$ cat config.mk
export PLATFORM = sky130hd
export DESIGN_NAME = elevator_floor_controller
export DESIGN_NICKNAME = d
export VERILOG_FILES = /design/src/rtl/elevator_floor_controller.sv
export SDC_FILE = /design/constraint.sdc
export NUM_CORES = 1
export LEC_CHECK = 0
export ABC_AREA = 1
export CAP_MARGIN = 5
export CORE_UTILIZATION = 30
export DETAILED_ROUTE_END_ITERATION = 10
export PLACE_DENSITY_LB_ADDON = 0.08
export SLEW_MARGIN = 40
export SYNTH_ARGS = -nofsm -noshare
export SYNTH_HDL_FRONTEND = slang
export SYNTH_SLANG_ARGS = --single-unit
$ cat constraint.sdc
create_clock -name clkIn -period 1.95 [get_ports clkIn]
set_clock_uncertainty 0.2 [all_clocks]
set_input_delay 0.39 -clock clkIn [delete_from_list [all_inputs] [get_ports clkIn]]
set_output_delay 0.39 -clock clkIn [all_outputs]
set_load 0.05 [all_outputs]
$ cat src/rtl/elevator_floor_controller.sv
// Elevator floor controller: latches floor calls, steps the car one floor per
// slowClk tick with a direction preference, and holds the door open for
// DOOR_TICKS ticks at each served floor.
module elevator_floor_controller #(
    parameter int FLOORS     = 4,
    parameter int FLOOR_BITS = 2,
    parameter int DOOR_TICKS = 3
) (
    input  logic                  clkIn,
    input  logic                  reset,
    input  logic                  slowClk,
    input  logic [FLOORS-1:0]     reqIn,
    output logic [FLOOR_BITS-1:0] currentFloor,
    output logic                  movingUp,
    output logic                  movingDown,
    output logic                  doorOpen,
    output logic [FLOORS-1:0]     pending
);

    typedef enum logic [1:0] {IDLE, UP, DOWN, DOOR} state_t;

    state_t                state, state_n;
    logic                  sync1, sync2, hist, tick;
    logic [FLOOR_BITS-1:0] floor_n;
    logic [3:0]            doorCnt, doorCnt_n;
    logic                  lastUp, lastUp_n;
    logic [FLOORS-1:0]     floorMask, belowMask, aboveMask, clearMask, pending_n;
    logic                  here, above, below, reqHere;

    // Bring slowClk into the clkIn domain and keep one history bit for edge detect
    always_ff @(posedge clkIn or negedge reset) begin
        if (!reset) begin
            sync1 <= 1'b0;
            sync2 <= 1'b0;
            hist  <= 1'b0;
        end else begin
            sync1 <= slowClk;
            sync2 <= sync1;
            hist  <= sync2;
        end
    end

    assign tick = sync2 & ~hist;

    // Where the latched calls sit relative to the car
    assign floorMask = FLOORS'(1) << currentFloor;
    assign belowMask = floorMask - FLOORS'(1);
    assign aboveMask = ~(belowMask | floorMask);
    assign here      = |(pending & floorMask);
    assign above     = |(pending & aboveMask);
    assign below     = |(pending & belowMask);
    assign reqHere   = |(reqIn & floorMask);

    // Next state, floor, travel direction and door counter
    always_comb begin
        state_n   = state;
        floor_n   = currentFloor;
        doorCnt_n = doorCnt;
        lastUp_n  = lastUp;
        case (state)
            IDLE: begin
                // leaving IDLE already takes the first floor step
                if (tick) begin
                    if (here) begin
                        state_n   = DOOR;
                        doorCnt_n = 4'(DOOR_TICKS);
                    end else if (above && (lastUp || !below)) begin
                        state_n  = UP;
                        floor_n  = currentFloor + FLOOR_BITS'(1);
                        lastUp_n = 1'b1;
                    end else if (below) begin
                        state_n  = DOWN;
                        floor_n  = currentFloor - FLOOR_BITS'(1);
                        lastUp_n = 1'b0;
                    end
                end
            end
            UP: begin
                if (tick) begin
                    if (here) begin
                        state_n   = DOOR;
                        doorCnt_n = 4'(DOOR_TICKS);
                    end else if (above) begin
                        floor_n = currentFloor + FLOOR_BITS'(1);
                    end else begin
                        state_n = IDLE;
                    end
                end
            end
            DOWN: begin
                if (tick) begin
                    if (here) begin
                        state_n   = DOOR;
                        doorCnt_n = 4'(DOOR_TICKS);
                    end else if (below) begin
                        floor_n = currentFloor - FLOOR_BITS'(1);
                    end else begin
                        state_n = IDLE;
                    end
                end
            end
            DOOR: begin
                // a fresh call at this floor restarts the door time, even on a closing tick
                if (reqHere) begin
                    doorCnt_n = 4'(DOOR_TICKS);
                end else if (tick) begin
                    if (doorCnt <= 4'd1) begin
                        state_n   = IDLE;
                        doorCnt_n = '0;
                    end else begin
                        doorCnt_n = doorCnt - 4'd1;
                    end
                end
            end
            default: state_n = IDLE;
        endcase
    end

    assign clearMask = {FLOORS{state_n == DOOR}} & floorMask;
    assign pending_n = (pending | reqIn) & ~clearMask;

    // State, position, call latch and registered status outputs
    always_ff @(posedge clkIn or negedge reset) begin
        if (!reset) begin
            state        <= IDLE;
            currentFloor <= '0;
            doorCnt      <= '0;
            lastUp       <= 1'b1;
            pending      <= '0;
            movingUp     <= 1'b0;
            movingDown   <= 1'b0;
            doorOpen     <= 1'b0;
        end else begin
            state        <= state_n;
            currentFloor <= floor_n;
            doorCnt      <= doorCnt_n;
            lastUp       <= lastUp_n;
            pending      <= pending_n;
            movingUp     <= (state_n == UP);
            movingDown   <= (state_n == DOWN);
            doorOpen     <= (state_n == DOOR);
        end
    end

endmodule
==> impl_metrics.csv, run 1 <==
group,metric,value,unit
place,gp_congestion,0.824,
synthesis,ys_ff_latch,19,
final_layout,drive_gt1_share,42.5,%
hold_path,hold_path_class,"flip-flop to flip-flop",
clocking,postCtsHoldBufs,0,
global_routing,grt_max_degree,20,
detailed_routing,drt_wl_total,3240,um
detailed_routing,avgRoutedWirePerCell,11.6,um
worst_setup_path,critical_path.max_stage_delay,0.56,ns
clocking,clockBufferDepth,2,
clocking,cts_buffers,3,
floorplan,die_area,0.00480,mm2
floorplan,die_h,69.3,um
timing,min_period,2.11,ns
worst_setup_path,timing.rr.end,"pending[0]",
clocking,clock_sinks,19,
clocking,clk_latency,0.27,ns
detailed_routing,num_vias,1268,
power,max-vdd-ir-drop,822,uV
final_layout,ff_latch_area,484,um2
worst_setup_path,start_kind,"flip-flop",
floorplan,boundaryPins,16,
timing,hold_viol,0,
detailed_routing,ant_nets,0,
global_routing,antenna_found_initial,0,
worst_setup_path,timing.critical_path.arrival,2.07,ns
clocking,cts_tree,"built",
place,hpwlAfterDp,2420,um
worst_setup_path,path_depth,15,
place,placed_cells,270,
final_layout,multi_input_area,948,um2
global_routing,grt_pass1_wl,5680,um
worst_setup_path,critPathBufInv,3,
synthesis,yosys_warnings,0,
detailed_routing,drt_iter0_markers,31,
power,leakage,0.987,nW
final_layout,n_antenna_cell,0,
synthesis,synthesis.nets,208,
global_routing,grtUsageTotal,14.7,%
clocking,htree_num_levels,1,
clocking,path_clk_slew,0.09,ns
synthesis,synth-edff-count,0,
synthesis,synth_cell_type_count,25,
timing,max_freq,474,MHz
worst_setup_path,r2r_start,"currentFloor[1]",
worst_setup_path,crit_slowest_cell,"dfrtp_4",
worst_setup_path,ff2ff_path_depth,15,
synthesis,async_reset_ff_share,100,%
worst_setup_path,crit_end,"pending[0]",
worst_setup_path,setup.worst_path.end_class,"flip-flop",
detailed_routing,dr.pass1.iters,4,
worst_setup_path,startpoint,"currentFloor[1]",
synthesis,synth_ff_type,"dfrtp_1",
flow_run,drv_cap,0,
timing,finalCritPeriodShare,108,%
worst_setup_path,worstPathRequired,1.91,ns
floorplan,placementRows,24,
floorplan,start_util,31.2,%
floorplan,die_x,69.3,um
detailed_routing,drt-vias-per-instance,4.53,
synthesis,synth_cells,188,
worst_setup_path,timing.critical_path.cells,"inv_4 -> ha_4 -> inv_2 -> nand2_1 -> nand2_1 -> nand2_2 -> nand2_4 -> nand2_4 -> nand2_4 -> nand2_4 -> nand3_4 -> nand2_4 -> nand3_1 -> nand2_1 -> inv_1",
worst_setup_path,r2r_setup_slack,-0.16,ns
worst_setup_path,crit_family,"simple AND/OR/NAND/NOR gates",
power,powerDensity,1830,mW/mm2
synthesis,ys_seq_area_share,35.1,%
floorplan,core-area,0.00435,mm2
timing,rsz0062_at_grt,"true",
global_routing,grt_pass1_vias,1285,
run_status,status,"complete, but fails checks",
final_layout,nFillCells,420,
timing,fin_tns_setup,-1.18,ns
clocking,clock-root-buffer,"clkbuf_8",
detailed_routing,route.detailed.drc,0,
timing,tightest_slew,0.291,ns
final_layout,area_delta_synth_final,47.6,%
timing,slew_violations,0,
synthesis,syn_area_per_cell,7.23,um2
timing,setup_viol,11,
global_routing,overflow,0,
final_layout,finalNonFillerCells,280,
run_status,violations,"negative setup slack",
place,port_buffers,15,
timing,maxSlewHeadroom,80.6,%
worst_setup_path,crit_top_cell,"nand2_4",
final_layout,finalNetCount,249,
timing,setup_ws,-0.160,ns
synthesis,syn_area,0.00136,mm2
worst_setup_path,path_max_fanout,8,
worst_setup_path,critPathKind,"flip-flop to flip-flop",
==> area by class of cell <==
cell class	instances	area share [%]
multi-input cells	134	47.3
flip-flops and latches	19	24.1
repair buffers	37	16.4
inverters	34	6.61
well taps	52	3.24
clock buffers	3	2.06
clock inverters	1	0.250
==> what timing repair did <==
item | 4_1_cts | 5_1_grt
endpoints found under the setup margin | 14 | 15
setup buffers | 3 | 3
gates resized for setup | 19 | 15
pin swaps | 6 | 10
==> layer usage <==
layer	global-route usage (%)	share of wire, %
met5	0	0
met4	7.71	2.9
met3	3.05	2.4
met2	24.7	51
met1	17.7	44
==> cell usage after synthesis, drive strengths merged, types with 2 or more instances <==
cell / n / area share [%]
a21oi: 7 / 3.4
ha: 13 / 12
nand3: 11 / 4.4
nor3: 2 / 0.74
nor2: 13 / 4.0
nand2: 68 / 22
or2: 4 / 1.8
o21ai: 11 / 4.3
inv: 34 / 9.4
dfrtp: 18 / 33
==> placed cells by master (no fill, tap or decap), drive strengths merged <==
cell	netlist	final
clkdlybuf4s50	0	6
nor3	2	2
nor2	13	13
ha	13	13
dfrtp	18	18
and2	1	1
nand3	11	11
xor2	1	1
buf	1	31
nor3b	1	1
a21oi	7	7
o22ai	1	1
nand2	68	68
dfstp	1	1
nand4	1	1
clkbuf	0	3
inv	34	34
o21ai	11	11
or2	4	4
clkinv	0	1
==> worst min path at each step <==
stage	startpoint	to	slack [ns]	depth (start not counted)
2_1_floorplan	reset	doorCnt[0]	-0.11	0
3_3_place_gp	sync1	sync2	0.13	0
3_5_place_dp	sync1	sync2	0.15	0
4_1_cts	sync1	sync2	0.17	0
5_1_grt	sync1	sync2	0.18	0
6_report	sync1	sync2	0.16	0
==> flip-flops by register name, summed over array words and instances (netlist names) <==
name          flops
movingUp          1
hist              1
doorOpen          1
currentFloor      2
sync2             1
state             2
pending           4
sync1             1
doorCnt           4
lastUp            1
movingDown        1
==> metrics by stage <==
stage,worst slack [ns],utilization (%),power [mW],hold WS [ns],cell area (um2)
after floorplan,-0.0646,-,2.28,-0.106,1470
after global placement,-0.148,41.2,2.96,0.135,1790
after detailed placement,-0.202,41.2,2.98,0.147,1790
after CTS,-0.108,44.4,3.49,0.166,1930
after global routing,-0.266,46.1,3.99,0.183,2010
final,-0.160,46.1,3.68,0.163,2010
==> cell families after synthesis <==
kind of cell | after synthesis | share of synthesized area (%)
AO/OA/AOI/OAI | 19 | 8.20
XOR/XNOR | 1 | 0.645
adder cells (fa/ha/maj) | 13 | 12.0
buffers and inverters | 35 | 9.76
flip-flops | 19 | 35.1
AND/OR/NAND/NOR | 101 | 34.3
==> power breakdown <==
part,switching (mW),leakage [nW],internal (mW)
Combinational,1.56,0.744,1.11
Sequential,0.161,0.217,0.553
Clock,0.152,0.0255,0.143
No activity file was read; power rests on OpenSTA's default activity.
==> run 2: changes to the inputs <==
Settings changed: GPL_ROUTABILITY_DRIVEN from default to 0.
==> results of run 2 <==
No change in the layout: final DEF, timing and power equal those of run 1.
==> edit: new RTL, config.mk and constraints of run 1 <==
Register the input `reqIn` before use, cleared by the reset. The logic sees it one clock later.
--- a/src/rtl/elevator_floor_controller.sv
+++ b/src/rtl/elevator_floor_controller.sv
@@ -20,2 +20,12 @@
     typedef enum logic [1:0] {IDLE, UP, DOWN, DOOR} state_t;
+
+    logic [FLOORS-1:0] reqIn_q;
+
+    always_ff @(posedge clkIn or negedge reset) begin
+        if (!reset) begin
+            reqIn_q <= '0;
+        end else begin
+            reqIn_q <= reqIn;
+        end
+    end
 
@@ -51,3 +61,3 @@
     assign below     = |(pending & belowMask);
-    assign reqHere   = |(reqIn & floorMask);
+    assign reqHere   = |(reqIn_q & floorMask);
 
@@ -119,3 +129,3 @@
     assign clearMask = {FLOORS{state_n == DOOR}} & floorMask;
-    assign pending_n = (pending | reqIn) & ~clearMask;
+    assign pending_n = (pending | reqIn_q) & ~clearMask;
 
Check against the original RTL: not equivalent (Yosys sat finds a counterexample within 4 cycles, from zero or initial values and one cycle with reset low).
==> edit against run 1 <==
Die area grew 7.7%; total power grew 3.3%; sequential share of layout area grew 2.7 points; area after synthesis grew 7.9%; clock power grew 5%; non-clock buffer count grew 1; largest power group unchanged; sequential power grew 13%; highest routed layer unchanged; setup slack lost 0.0054 ns; cell area grew 8.4%; wire length grew 1.5%; hold slack lost 0.0087 ns; sequential cell count grew 4; the flow still finishes with violations (setup timing).
==> edit: results <==
global_route:
  grtUsageMet2: 0.248
  grt_pass1_vias: 1215
  grt_max_degree: 19
  antenna_found_initial: 0
  grt_util_all_layers: 0.136
  grtUsageMet3: 0.0319
  grt_pass1_wl_um: 5420
  use_met1: 0.157
setup_path:
  ff2ff_path_depth: 13
  critPathMaxFanout: 7
drt:
  routed_via_density: 4.32
  drt_iter0_markers: 28
  wirelength_um: 3290
  firstDrtPassIters: 4
cts:
  cts_made_buffers: 3
  clk_path_buf_depth: 2
  insertion_delay_ns: 0.27
  clkTransAtPathRegs_ns: 0.09
  htree_levels: 1
place:
  pre_cts_ws_ns: -0.153
  place_hpwl_um: 2460
  gp_congestion: 0.784
  place_area_um2: 1930
  dp.cells: 284
  port-buffer-count: 15
synthesis:
  syn-num-nets: 207
  ys_async_sr_fraction: 1.00
  synthDistinctLibCells: 26
  ys_warn_count: 0
  ys_seq_area_frac: 0.393
  ys_top_cells_by_area: "dfrtp_1 (38%), nand2_1 (14%), ha_1 (11%)"
  synthTopCellsByCount: "nand2_1 (54), inv_1 (29), dfrtp_1 (22)"
  postSynthCellCount: 187
layout:
  diodes: 0
  fin_cells: 295
  reg.largest.list: "doorCnt: 4 flops, pending: 4 flops, reqIn_q: 4 flops"
  drive_above_1_share: 0.443
  nFillCells: 437
timing:
  report.final.setup_viol: 12
  finalSetupTns_ns: -1.26
  setup_ws_ns: -0.165
  worst_pin_slew_ns: 0.421
power:
  power.static_leakage_nw: 1.03
  ir_worst_vdd_mv: 0.761
hold_path:
  min_path_type: "reg2reg"
  whs_path_depth: 0
outcome:
  run_status: "finished with violations"
  violations: "setup timing"
## edit: per-stage QoR
| stage | hold slack, ns | util |
|---|---|---|
| floorplan | -0.106 | - |
| global route | 0.176 | 0.460 |
| detailed placement | 0.135 | 0.409 |
| CTS | 0.157 | 0.432 |
| global placement | 0.132 | 0.409 |
| finish | 0.154 | 0.460 |
## edit: worst max-delay path, cell delays in order (launching register included)
cell and delay [ns]:
dfrtp_4 0.57, ha_4 0.20, inv_2 0.06, nand2_4 0.05, nand2_2 0.07, nand2_2 0.06
nand2_4 0.13, nand2_4 0.06, nand3_2 0.07, nand2_2 0.06, a21oi_4 0.26, nand3_1 0.10
nand2_1 0.08, inv_1 0.04
## edit: what timing repair did
| action | 4_1_cts | 5_1_grt |
|---|---|---|
| hold endpoints to repair | 0 | 0 |
| pin swaps | 4 | 17 |
| endpoints found under the setup margin | 11 | 16 |
| resized for setup | 13 | 26 |
| buffers inserted | 3 | 4 |
## edit: kinds of logic (layout without fill, tap and decap cells)
group	count (synthesis)	in the layout	synth area share
and+or+nand+nor	96	96	0.319
buffers and inverters	33	74	0.0853
DFF	23	23	0.393
AOI/OAI and AO/OA	21	21	0.0853
adders and majority gates	13	13	0.111
xor gates and xnor gates	1	1	0.00597
## edit: routing by layer
layer,vias up,routed length [um]
met1,576,1430
met2,26,1690
li1,662,-
met3,9,111
met5,-,0
met4,0,51
## edit: cell type report
cell class	instances	share of cell area
sequential	23	0.269
clock buffer	3	0.0190
clock inverter	1	0.00230
timing repair buffer	38	0.161
tap	67	0.0385
multi-input combinational	131	0.450
inverter	32	0.0610
## edit: report_power, final
part           leakage, nW  internal [mW]  switching [mW]
Sequential           0.264          0.643           0.162
Combinational        0.743           1.10            1.59
Clock               0.0255          0.143           0.166
Total                 1.03           1.88            1.92
## edit: path summary, 6_finish.rpt
check | startpoint | to
max in group asynchronous | reset | reqIn_q[2]
worst max register to register | currentFloor[0] | pending[2]
worst min-delay path | sync1 | sync2
worst max-delay path | currentFloor[0] | pending[2]
worst min register to register | sync1 | sync2
min in group asynchronous | reset | currentFloor[0]
